`config.mk`:
```
export PLATFORM = sky130hd
export DESIGN_NAME = ring_rr_arbiter
export DESIGN_NICKNAME = d
export VERILOG_FILES = /design/src/rtl/ring_rr_arbiter.sv
export SDC_FILE = /design/constraint.sdc
export NUM_CORES = 1
export LEC_CHECK = 0
export ABC_AREA = 1
export CORE_MARGIN = 1
export CORE_UTILIZATION = 52
export CTS_CLUSTER_DIAMETER = 50
export DETAILED_ROUTE_END_ITERATION = 16
export PLACE_DENSITY = 0.78
export SLEW_MARGIN = 20
export SYNTH_ARGS = -nofsm -noshare
export SYNTH_HDL_FRONTEND = slang
export SYNTH_SLANG_ARGS = --single-unit
```
`constraint.sdc`:
```
create_clock -name clk -period 1.7 [get_ports clk]
set_input_delay 0.34 -clock clk [delete_from_list [all_inputs] [get_ports clk]]
set_output_delay 0.34 -clock clk [all_outputs]
set_load 0.1 [all_outputs]
```
`src/rtl/ring_rr_arbiter.sv`:
```
// Round-robin arbiter with a one-hot rotating priority ring.
// Grants are single-owner, timeout-bounded, and the ring is seedable.
module ring_rr_arbiter #(
  parameter int N        = 4,
  parameter int MAX_HOLD = 8,
  parameter int CNT_W    = 8
) (
  input  logic         clk,
  input  logic         reset,
  input  logic [N-1:0] req,
  input  logic [N-1:0] rel,
  input  logic         seed_load,
  input  logic [N-1:0] seed,
  output logic [N-1:0] gnt,
  output logic         busy,
  output logic         timeout
);

  localparam int IW = (N > 1) ? $clog2(N) : 1;
  localparam logic [N-1:0] PTR_RST = N'(1);
  localparam logic [CNT_W-1:0] HOLD_LAST = CNT_W'(MAX_HOLD - 1);

  if (N < 2) begin : g_chk_n
    $error("ring_rr_arbiter: N must be at least 2");
  end
  if (MAX_HOLD < 2 || MAX_HOLD > 255) begin : g_chk_hold
    $error("ring_rr_arbiter: MAX_HOLD out of range");
  end
  if ((64'd1 << CNT_W) <= 64'(MAX_HOLD)) begin : g_chk_cnt
    $error("ring_rr_arbiter: CNT_W too narrow");
  end

  typedef enum logic {
    S_IDLE,
    S_GRANT
  } state_t;

  state_t           r_state;
  logic [N-1:0]     r_ptr;
  logic [N-1:0]     r_gnt;
  logic [CNT_W-1:0] r_cnt;
  logic             r_busy;
  logic             r_timeout;

  logic [IW-1:0]    w_pidx;
  logic [N-1:0]     w_rot;
  logic [N-1:0]     w_pick;
  logic [N-1:0]     w_win;
  logic [N-1:0]     w_next_ptr;
  logic             w_seed_ok;
  logic             w_rel;
  logic             w_hold_end;

  always_comb begin
    w_pidx = '0;
    for (int i = 0; i < N; i++) begin
      if (r_ptr[i]) w_pidx = IW'(i);
    end
  end

  // Rotate req so the pointer lands on bit 0, pick lowest, rotate back.
  always_comb begin
    w_rot  = N'({req, req} >> w_pidx);
    w_pick = w_rot & (~w_rot + 1'b1);
    w_win  = N'(({w_pick, w_pick} << w_pidx) >> N);
  end

  assign w_seed_ok  = (seed != '0) &&
                      ((seed & (seed - 1'b1)) == '0);
  assign w_next_ptr = {r_gnt[N-2:0], r_gnt[N-1]};
  assign w_rel      = (|(r_gnt & rel)) || !(|(r_gnt & req));
  assign w_hold_end = (r_cnt == HOLD_LAST);

  always_ff @(posedge clk or negedge reset) begin
    if (!reset) begin
      r_state   <= S_IDLE;
      r_ptr     <= PTR_RST;
      r_gnt     <= '0;
      r_cnt     <= '0;
      r_busy    <= 1'b0;
      r_timeout <= 1'b0;
    end else begin
      r_timeout <= 1'b0;
      unique case (r_state)
        S_IDLE: begin
          if (seed_load) begin
            r_ptr <= w_seed_ok ? seed : PTR_RST;
          end else if (|req) begin
            r_gnt   <= w_win;
            r_busy  <= 1'b1;
            r_cnt   <= '0;
            r_state <= S_GRANT;
          end
        end
        S_GRANT: begin
          // Release beats timeout when both land together.
          if (w_rel || w_hold_end) begin
            r_gnt     <= '0;
            r_busy    <= 1'b0;
            r_ptr     <= w_next_ptr;
            r_timeout <= !w_rel;
            r_state   <= S_IDLE;
          end else begin
            r_cnt <= r_cnt + 1'b1;
          end
        end
      endcase
    end
  end

  assign gnt     = r_gnt;
  assign busy    = r_busy;
  assign timeout = r_timeout;

endmodule

```
# Word level (Yosys, flattened, before mapping)
# Cells that the tools add are included.
[op_classes]
add_sub_neg = 3
n_eq_ne = 6
n_shift = 2
mux = 25
bitwise_logic = 6
n_reduce_logical = 13
[ops]
columns = ["cell", "count"]
rows = [
  ["$mux 4", 6],
  ["$mux 8", 3],
  ["$and 4x4->4", 4],
  ["$pmux 4 s2", 2],
  ["$pmux 8 s2", 1],
  ["$reduce_or 4->1", 3],
  ["$mux 1", 9],
  ["$add 8x1->8 const B", 1],
  ["$eq 8x3->1 const B", 1],
  ["$ne 2x2->1 const B", 4],
  ["$shl 8x2->8", 1],
  ["$shr 8x2->4", 1],
  ["$reduce_and 3->1", 2],
  ["$add 4x1->4 const B", 1],
  ["$logic_not 4->1", 1],
  ["$mux 2", 2],
  ["$not 4->4", 1],
  ["$pmux 1 s2", 2],
  ["$reduce_bool 4->1", 1],
  ["$sub 4x1->4 const B", 1],
  ["$logic_not 1->1", 2],
  ["$logic_or 1x1->1", 2],
  ["$ne 2x1->1 const B", 1],
  ["$reduce_and 2->1", 1],
  ["2 further kinds", 2],
]
[totals]
reg_bits = 19
input_bits = 15
out_inout_bits = 6
word_cells = 61

# Logic depth before layout (Yosys ltp)
[logic_depth]
word_depth = 11
mapped_depth = 12

# Worst setup path before layout
# Ideal clock, no wire load.
[synth_path]
kind = "register to register"
startpoint = "reg r_gnt[2] (netlist: gnt[2])"
endpoint = "reg r_cnt[4]"
setup_time_ps = 127
arrival_ps = 1771
required_time_ps = 1573
path_slack_ps = -198
stages_incl_launch_ff = 7
cell_sequence = "dfrtp_1 inv_1 o2111ai_1 nand4_1 buf_2 nand2_2 o21ai_0"
[synth_via]
elab_chain_len = 7
word_cells_on_any_way = 9
classes_between = "eq/ne (1); bitwise (2); reduce/logical (6)"
[synth_lines]
columns = ["item", "line", "text"]
rows = [
  ["from (decl)", "40", "logic [N-1:0] r_gnt;"],
  ["from (signal assigned)", "89", "r_gnt <= w_win;"],
  ["$and 4x4->4", "71", "assign w_rel = (|(r_gnt & rel)) || !(|(r_gnt & req));"],
  ["$reduce_or 4->1", "71", ""],
  ["$logic_not 1->1", "71", ""],
  ["$logic_or 1x1->1 *", "71", ""],
  ["$logic_or 1x1->1 *", "97", "if (w_rel || w_hold_end) begin"],
  ["$ne 2x2->1 (no line) *", "--", ""],
  ["$reduce_and 3->1 (no line) *", "--", ""],
  ["to (signal assigned)", "104", "r_cnt <= r_cnt + 1'b1;"],
  ["to (decl)", "41", "logic [CNT_W-1:0] r_cnt;"],
]
# Mark *: on every way between the ends. The rest lies on a longest branch, timed or not.
# A chain may end at the register's enable or synchronous reset.

# Worst setup path in the final report
[layout_path]
startpoint = "reg r_cnt[0]"
endpoint = "reg r_cnt[0]"
[layout_via]
elab_chain_len = 4
word_cells_on_any_way = 7
classes_between = "add/sub (1); eq/ne (2); mux (2); reduce/logical (2)"
[layout_lines]
columns = ["item"]
rows = [
  ["parallel branches: the longest is 4 deep, another holds $add 8x1->8"],
]
# Parallel ways; which one is timed is not known. The select of a mux whose other input is x is not followed.

==> impl_metrics.tcl <==
set metrics [dict create \
    wl_per_cell_um 12.44 \
    fill_cells 176 \
    globalplace.congestion 0.9848 \
    finalMaxSlewViolations 0 \
    final.setup_skew_ns 0.002193 \
    fin_area_um2 1658 \
    syn_inst 185 \
    tritoncts "yes" \
    antenna_cells 0 \
    required_ns 1.91 \
    finalNonFillerCells 244 \
    placed_area_um2 1580 \
    antenna_found_initial 0 \
    slew_headroom_pct 77.85 \
    remaining_drc_errors 0 \
    start_kind "register" \
    ir_worst_vdd_mv 1.497 \
    cts_buffer_depth 2 \
    synth.net_count 201 \
    clk-insertion-delay-late_ns 0.29 \
    start_util_pct 55.74 \
    drt_iter0_markers 47 \
    overflow 0 \
    muxShareOfSynthArea_pct 0 \
    finalCritPeriodShare_pct 93.91 \
    synth_area_um2 1245 \
    area_growth_pct 33.17 \
    combinationalPowerShare_pct 65.7 \
    totalWireLength_mm 3.036 \
    synth_top_family_by_area "simple AND/OR/NAND/NOR gates" \
    vias 1316 \
    synthSimpleGateAreaFrac_pct 45.53 \
    dieWidth_um 50.93 \
    io_pins 21 \
    hpwl_mm 2.325 \
    cts_buffers 3 \
    final_layout_size_suffix_gt1_share_pct 17.59 \
    firstDrtPassIters 4 \
    synth-seq-cells 18 \
    holdCritPathClass "primary input to asynchronous set/reset pin" \
    nNetsFinal 233 \
    via_per_inst 5.393 \
    synth_compound_area_share_pct 7.035 \
    power_switching_mw 1.413 \
    max_freq_mhz 626.4 \
    arrival_ns 1.81 \
    maxCapViolCount 0 \
    grt_pass1_wl_mm 4.995 \
    min_period_ns 1.596 \
    p_per_area_nw_per_um2 1632 \
    pre_cts_slack_ns -0.1430 \
    worst-setup-path-type "register to register" \
    synthAdderAreaFrac_pct 1.005 \
    switching_share_pct 52.22 \
    yosysSeqAreaShare_pct 36.18 \
    rows 17 \
    clkPwrFrac_pct 9.9 \
    finalSetupViolations 0 \
    timing.final.hold_violations 0 \
    core-area_um2 2233 \
    dieArea_um2 2594 \
    grt_pass1_vias 1224 \
    fin_ws_ns 0.1036 \
    drtAntennaViolNets 0 \
    clockRootBuffer "clkbuf_4" \
    synth.distinct_cells 28 \
    htree_num_levels 1 \
    cts_sinks 18 \
    p_leak_nw 0.8256 \
    worstPathMaxFanout 11 \
    p_int_mw 1.293 \
    grt_start_max_net_pins 19 \
    final_common_cell "nand2_1" \
    synth_xor_area_share_pct 2.814 \
    io_buffer_count 20 \
    run_status "finished, final reports clean" \
    critPathCaptureType "register" \
    syn_area_per_cell_um2 6.729 \
    setup_tns_ns 0 \
    yosysWarnings 0 \
    dp_cells 237 \
    seqPwrFrac_pct 24.4 \
    grt_usage_pct 25.30 \
    finalPower_mw 2.706 \
    cts.clk_slew.worst_paths_ns 0.10 \
    worstMarginPinSlew_ns 0.3322 \
    die_height_um 50.93 \
    final_cell_mix "nand2_1, nand3_1, inv_1, clkdlybuf4s50_1, dfrtp_1" \
]
-- power by group through the flow --
stage / Combinational (mW) / Sequential (mW) / Clock [mW]
5_1_grt: 1.94 / 0.677 / 0.291
4_1_cts: 1.66 / 0.658 / 0.278
3_5_place_dp: 1.65 / 0.666 / 0
6_report: 1.78 / 0.661 / 0.267
3_3_place_gp: 1.60 / 0.665 / 0
2_1_floorplan: 0.950 / 0.883 / 0
-- Yosys cell counts, drive strengths merged --
| master | number | share of area [%] |
|---|---|---|
| nor3b | 1 | 0.60 |
| and2 | 1 | 0.50 |
| xor2 | 3 | 2.1 |
| o2111ai | 1 | 0.70 |
| nand3 | 32 | 13 |
| o21ai | 7 | 2.8 |
| nor3 | 3 | 1.6 |
| nand4 | 4 | 2.0 |
| buf | 2 | 0.80 |
| o41ai | 1 | 0.70 |
| o22ai | 1 | 0.50 |
| nand2 | 69 | 23 |
| clkinv | 1 | 0.30 |
| xnor2 | 1 | 0.70 |
| or2 | 1 | 0.50 |
| dfrtp | 18 | 36 |
| nor2 | 12 | 4.2 |
| ha | 1 | 1.0 |
| a21oi | 4 | 1.6 |
| a221oi | 1 | 0.70 |
| inv | 21 | 6.3 |
-- repair_timing --
item | CTS | global route
gates resized for setup | 0 | 4
buffers inserted | 0 | 3
hold buffers | 0 | 0
setup endpoints to repair | 0 | 7
-- path summary, 6_finish.rpt --
kind,start,end,slack (ns),cells after the start
worst min-delay path,reset,r_ptr[3]$_DFFE_PN0P_,0.37,2
worst min register to register,busy$_DFFE_PN0P_,busy$_DFFE_PN0P_,0.55,2
max in group asynchronous,reset,gnt[0]$_DFFE_PN0P_,1.13,2
worst max register to register,r_cnt[0]$_DFFE_PN0P_,r_cnt[0]$_DFFE_PN0P_,0.10,8
worst max-delay path,r_cnt[0]$_DFFE_PN0P_,r_cnt[0]$_DFFE_PN0P_,0.10,8
min in group clk,busy$_DFFE_PN0P_,busy$_DFFE_PN0P_,0.55,2
-- stage by stage --
| stage | hold WS (ns) | utilization, % |
|---|---|---|
| 2_1_floorplan | 0.04441 | - |
| 3_3_place_gp | 0.5235 | 70.76 |
| 3_5_place_dp | 0.5308 | 70.76 |
| 4_1_cts | 0.3687 | 72.38 |
| 5_1_grt | 0.3715 | 74.23 |
| 6_report | 0.3658 | 74.23 |
-- cell families after synthesis --
family / count (synthesis)
AO/OA/AOI/OAI: 15
buffers and inverters: 24
flip-flops: 18
AND/OR/NAND/NOR: 123
adder cells (fa/ha/maj): 1
XOR/XNOR: 4
-- metal layers --
| layer | GRT usage (%) | vias up | part of all wire, % |
|---|---|---|---|
| met1 | 33.15 | 602 | 44 |
| li1 | - | 670 | - |
| met2 | 44.30 | 42 | 49 |
| met3 | 2.679 | 2 | 5.7 |
| met5 | 0 | - | 0 |
| met4 | 6.019 | 0 | 0.53 |
-- worst max-delay path, cell delays in order, from the launching register on --
cell	delay, ns
dfrtp_1	0.36
ha_1	0.18
nand2_1	0.08
nor3_1	0.18
nand2_1	0.13
nand4_1	0.11
buf_4	0.20
nand2_4	0.10
o21ai_0	0.18
-- registers in the layout, summed over array words and instances, names as in the netlist --
register  cells
r_state       1
timeout       1
gnt           4
r_cnt         8
busy          1
r_ptr         3
-- final cells by class --
cell class / count / area [µm²] / area share [%]
clock buffers: 4 / 36.28 / 2.189
inverters: 22 / 82.58 / 4.981
multi-input cells: 143 / 719.4 / 43.40
flip-flops and latches: 18 / 456.7 / 27.55
well taps: 28 / 35.03 / 2.113
repair buffers: 29 / 327.8 / 19.77
No activity file was read; power rests on OpenSTA's default activity.
==> variant 1 (same flow settings) <==
Make the reset (`reset`) synchronous in one clocked block.
--- a/src/rtl/ring_rr_arbiter.sv
+++ b/src/rtl/ring_rr_arbiter.sv
@@ -71,7 +71,7 @@
   assign w_rel      = (|(r_gnt & rel)) || !(|(r_gnt & req));
   assign w_hold_end = (r_cnt == HOLD_LAST);
 
-  always_ff @(posedge clk or negedge reset) begin
+  always_ff @(posedge clk) begin
     if (!reset) begin
       r_state   <= S_IDLE;
       r_ptr     <= PTR_RST;
Behaviour: differs if reset is asserted again (counterexample within 4 cycles, from zero or initial values and one cycle with reset low); with reset held inactive, the same outputs for 10 cycles.
==> variant 1 against the original RTL <==
  * Routed wire length rose by 8.0%
  * Critical path depth up 3
  * Die area down 2.2%
  * Sequential cell count unchanged
  * Design area grew 0.60%
  * Global-route usage up 1.7 points
  * Worst setup slack better by 0.013 ns
  * Synthesized area is 2.3% lower
  * Core utilization is 1.2 points higher
  * Clock skew increased by 0.0018 ns
Power is not compared: it rests on default switching activity, and its combinational part moved more than twofold at a synthesized area within 25%.
==> variant 1: results (changes against the original RTL) <==
| Metric | Value |
|---|---|
| Status | finished clean |
| Worst Max-Slew Pin Slew | 0.327 ns (-0.00506 ns) |
| Synth cell count leaders | nand2_1, nand3_1, nor2_1 |
| Met2 WL post-DR | 1680 um (+12%) |
| Ratio of cells with drive above 1 in the final layout | 0.223 (+0.0468) |
| Asr flop ratio synth | 0 (-1.00) |
| Met3 global-route usage | 0.0212 (-0.00557) |
| Non-Filler Instances | 257 (+5.3%) |
| Seq/Total Area, Yosys | 0.296 (-0.0655) |
| CP peak stage delay | 0.56 ns (+0.20 ns) |
| Crit-path slowest cell | clkdlybuf4s50_1 |
| All-layer global routing usage | 0.270 (+0.0171) |
| Maximum net fanout on the critical path | 4 (-7) |
| Largest net degree at the start of global routing | 12 (-7) |
| DR iter-0 viols | 58 (+23%) |
| Vias per inst | 5.38 (-0.22%) |
| GR Util met1 | 0.306 (-0.0253) |
| DP Worst Slack | -0.254 ns (-0.111 ns) |
| First-pass GRT wire length | 5260 um (+5.2%) |
| Skew final | 0.00395 ns (+0.00176 ns) |
| Met3 Wirelength | 167 um (-2.9%) |
| RePlAce Congestion | 0.852 (-13%) |
| Worst Reg-to-Reg Cells | 12 (+4) |
| Layout fillers | 183 (+4.0%) |
| Mapped Cells | 197 (+6.5%) |
| Placed cells | 252 (+6.3%) |
| Primary FF master, synth | dfxtp_1 |
==> variant 1: cell count changes after synthesis, sizes merged, moves of 2 or more <==
cell | unedited run | this run
a21oi | 4 | 12
dfrtp | 18 | 0
dfxtp | 0 | 18
nand2 | 69 | 64
nor2 | 12 | 21
nor3 | 3 | 1
nor4 | 0 | 3
==> variant 1: final timing paths <==
kind	slack (ns)	to	from
max	0.12	gnt[0]	req[3]
min reg2reg	0.49	r_cnt[1]	r_cnt[1]
min	0.49	r_cnt[1]	r_cnt[1]
max reg2reg	0.16	gnt[0]	r_ptr[3]
==> variant 1: area by class of cell <==
class,count,area share
Clock buffer,4,0.0158
Sequential cell,18,0.222
Timing Repair Buffer,31,0.210
Multi-Input combinational cell,154,0.480
Tap cell,28,0.0210
Inverter,22,0.0510
==> variant 1: kinds of logic after synthesis <==
| kind of cell | synth area share |
|---|---|
| xor+xnor | 0.0288 |
| fa+ha+maj | 0.0103 |
| buf+inv | 0.0813 |
| flops | 0.296 |
| simple gates | 0.474 |
| compound gates | 0.109 |
==> variant 1: repair_timing <==
action / 4_1_cts / 5_1_grt
endpoints found under the setup margin: 0 / 14
gates resized for setup: 0 / 17
setup buffers: 0 / 1
endpoints found under the hold margin: 0 / 0
hold buffers: 0 / 0
==> variant 1: tightest hold or removal path: stages, from the launching register on <==
cell	delay (ns)
dfxtp_1	0.34
nand2_1	0.07
a21oi_1	0.05
==> variant 1: per-stage QoR <==
step,utilization,hold slack [ns]
after floorplan,-,0.456
after global placement,0.713,0.474
after detailed placement,0.713,0.479
after CTS,0.725,0.496
after global routing,0.754,0.518
final,0.754,0.492
==> variant 2 (same settings) <==
Made on the original files. Set the parameter `N` to 2 (it was 4).
--- a/src/rtl/ring_rr_arbiter.sv
+++ b/src/rtl/ring_rr_arbiter.sv
@@ -1,7 +1,7 @@
 // Round-robin arbiter with a one-hot rotating priority ring.
 // Grants are single-owner, timeout-bounded, and the ring is seedable.
 module ring_rr_arbiter #(
-  parameter int N        = 4,
+  parameter int N        = 2,
   parameter int MAX_HOLD = 8,
   parameter int CNT_W    = 8
 ) (
Ports: changed (resized gnt, rel, req and seed); port bits go from 21 to 13. No check against the original RTL was run, so the function may have changed too.
==> variant 2 against the original RTL <==
  * Sequential cell count shrank 4
  * Synthesized area fell by 29%
  * Die area fell by 28%
  * Total power is 66% lower
  * Design area fell by 32%
  * Synthesized cell count decreased by 33%
  * Count of clock-buffer cells in the layout did not move
  * Worst setup slack improved by 0.14 ns
  * Routed wire length is 40% lower
  * Critical path depth is 1 lower
  * Critical endpoint is now r_cnt[5]
==> variant 2: results (changes against the original RTL) <==
| Metric | Value |
|---|---|
| Status | finished clean |
| Metal1 wirelength | 861 um (-36%) |
| DR iter-0 viols | 23 (-51%) |
| M2 GR Usage | 0.361 (-0.0818) |
| All-layer global routing usage | 0.229 (-0.0242) |
| Syn_nets | 134 (-33%) |
| Synth area leaders | dfrtp_1, nand2_1, nand3_1, inv_1, nor2_1 |
| Detailed placement HPWL | 1480 um (-37%) |
| Worst skew pair latency | 0.27 ns (-0.02 ns) |
| Non-clk buf share | 0.169 (-0.0283) |
| Ratio of cells with drive above 1 in the final layout | 0.168 (-0.00809) |
| Largest net degree at the start of global routing | 15 (-4) |
| Syn Std Cell Area | 885 um^2 (-29%) |
| DR vias | 819 (-38%) |
| Layout inverter count without the clock tree | 13 (-41%) |
| Synth cell count leaders | nand2_1, nand3_1, dfrtp_1 |
| Drt total wl | 1830 um (-40%) |
| Nets | 154 (-34%) |
| P_leak | 0.556 nW (-33%) |
| Mean Syn Cell Area | 7.13 um^2 (+6.0%) |
| Maximum net fanout on the critical path | 9 (-2) |
| Synth-to-layout area growth | 26.9% |
| First-pass GRT wire length | 3090 um (-38%) |
| Vias in the first global route | 754 (-38%) |
| DP Worst Slack | 0.0202 ns (+0.163 ns) |
| Met3 Wirelength | 86 um (-50%) |
| P_sw | 0.324 mW (-77%) |
| Fraction of area in registers | 0.314 (+0.0389) |
| #FFs+latches synth | 14 (-4) |
| Met3 global-route usage | 0.0766 (+0.0498) |
| Worst path arrival time | 1.62 ns (-0.19 ns) |
| Post-synthesis compound-gate area fraction | 0.0495 (-0.0208) |
| Clk. pwr | 0.226 mW (-15%) |
==> variant 2: cell count changes after synthesis, sizes merged, moves of 4 or more <==
cell	unedited run	this run
nand2	69	49
nand3	32	20
inv	21	13
a21oi	4	0
dfrtp	18	14
==> variant 2: path summary, 6_finish.rpt <==
| path | startpoint | to | slack [ns] |
|---|---|---|---|
| setup / recovery | r_cnt[0] | r_cnt[5] | 0.24 |
| hold / removal | reset | r_cnt[3] | 0.37 |
| setup reg to reg | r_cnt[0] | r_cnt[5] | 0.24 |
| hold reg to reg | r_ptr[1] | r_ptr[1] | 0.53 |
| max in group asynchronous | reset | gnt[1] | 1.15 |
| min in group clk | r_ptr[1] | r_ptr[1] | 0.53 |
==> variant 2: worst max-delay path, cell delays in order (launching register included) <==
cell     delay (ns)
dfrtp_1        0.42
ha_1           0.27
nand2_1        0.12
nor2_1         0.06
nand2_1        0.12
nand3_2        0.18
nand3_1        0.12
nand2_1        0.06
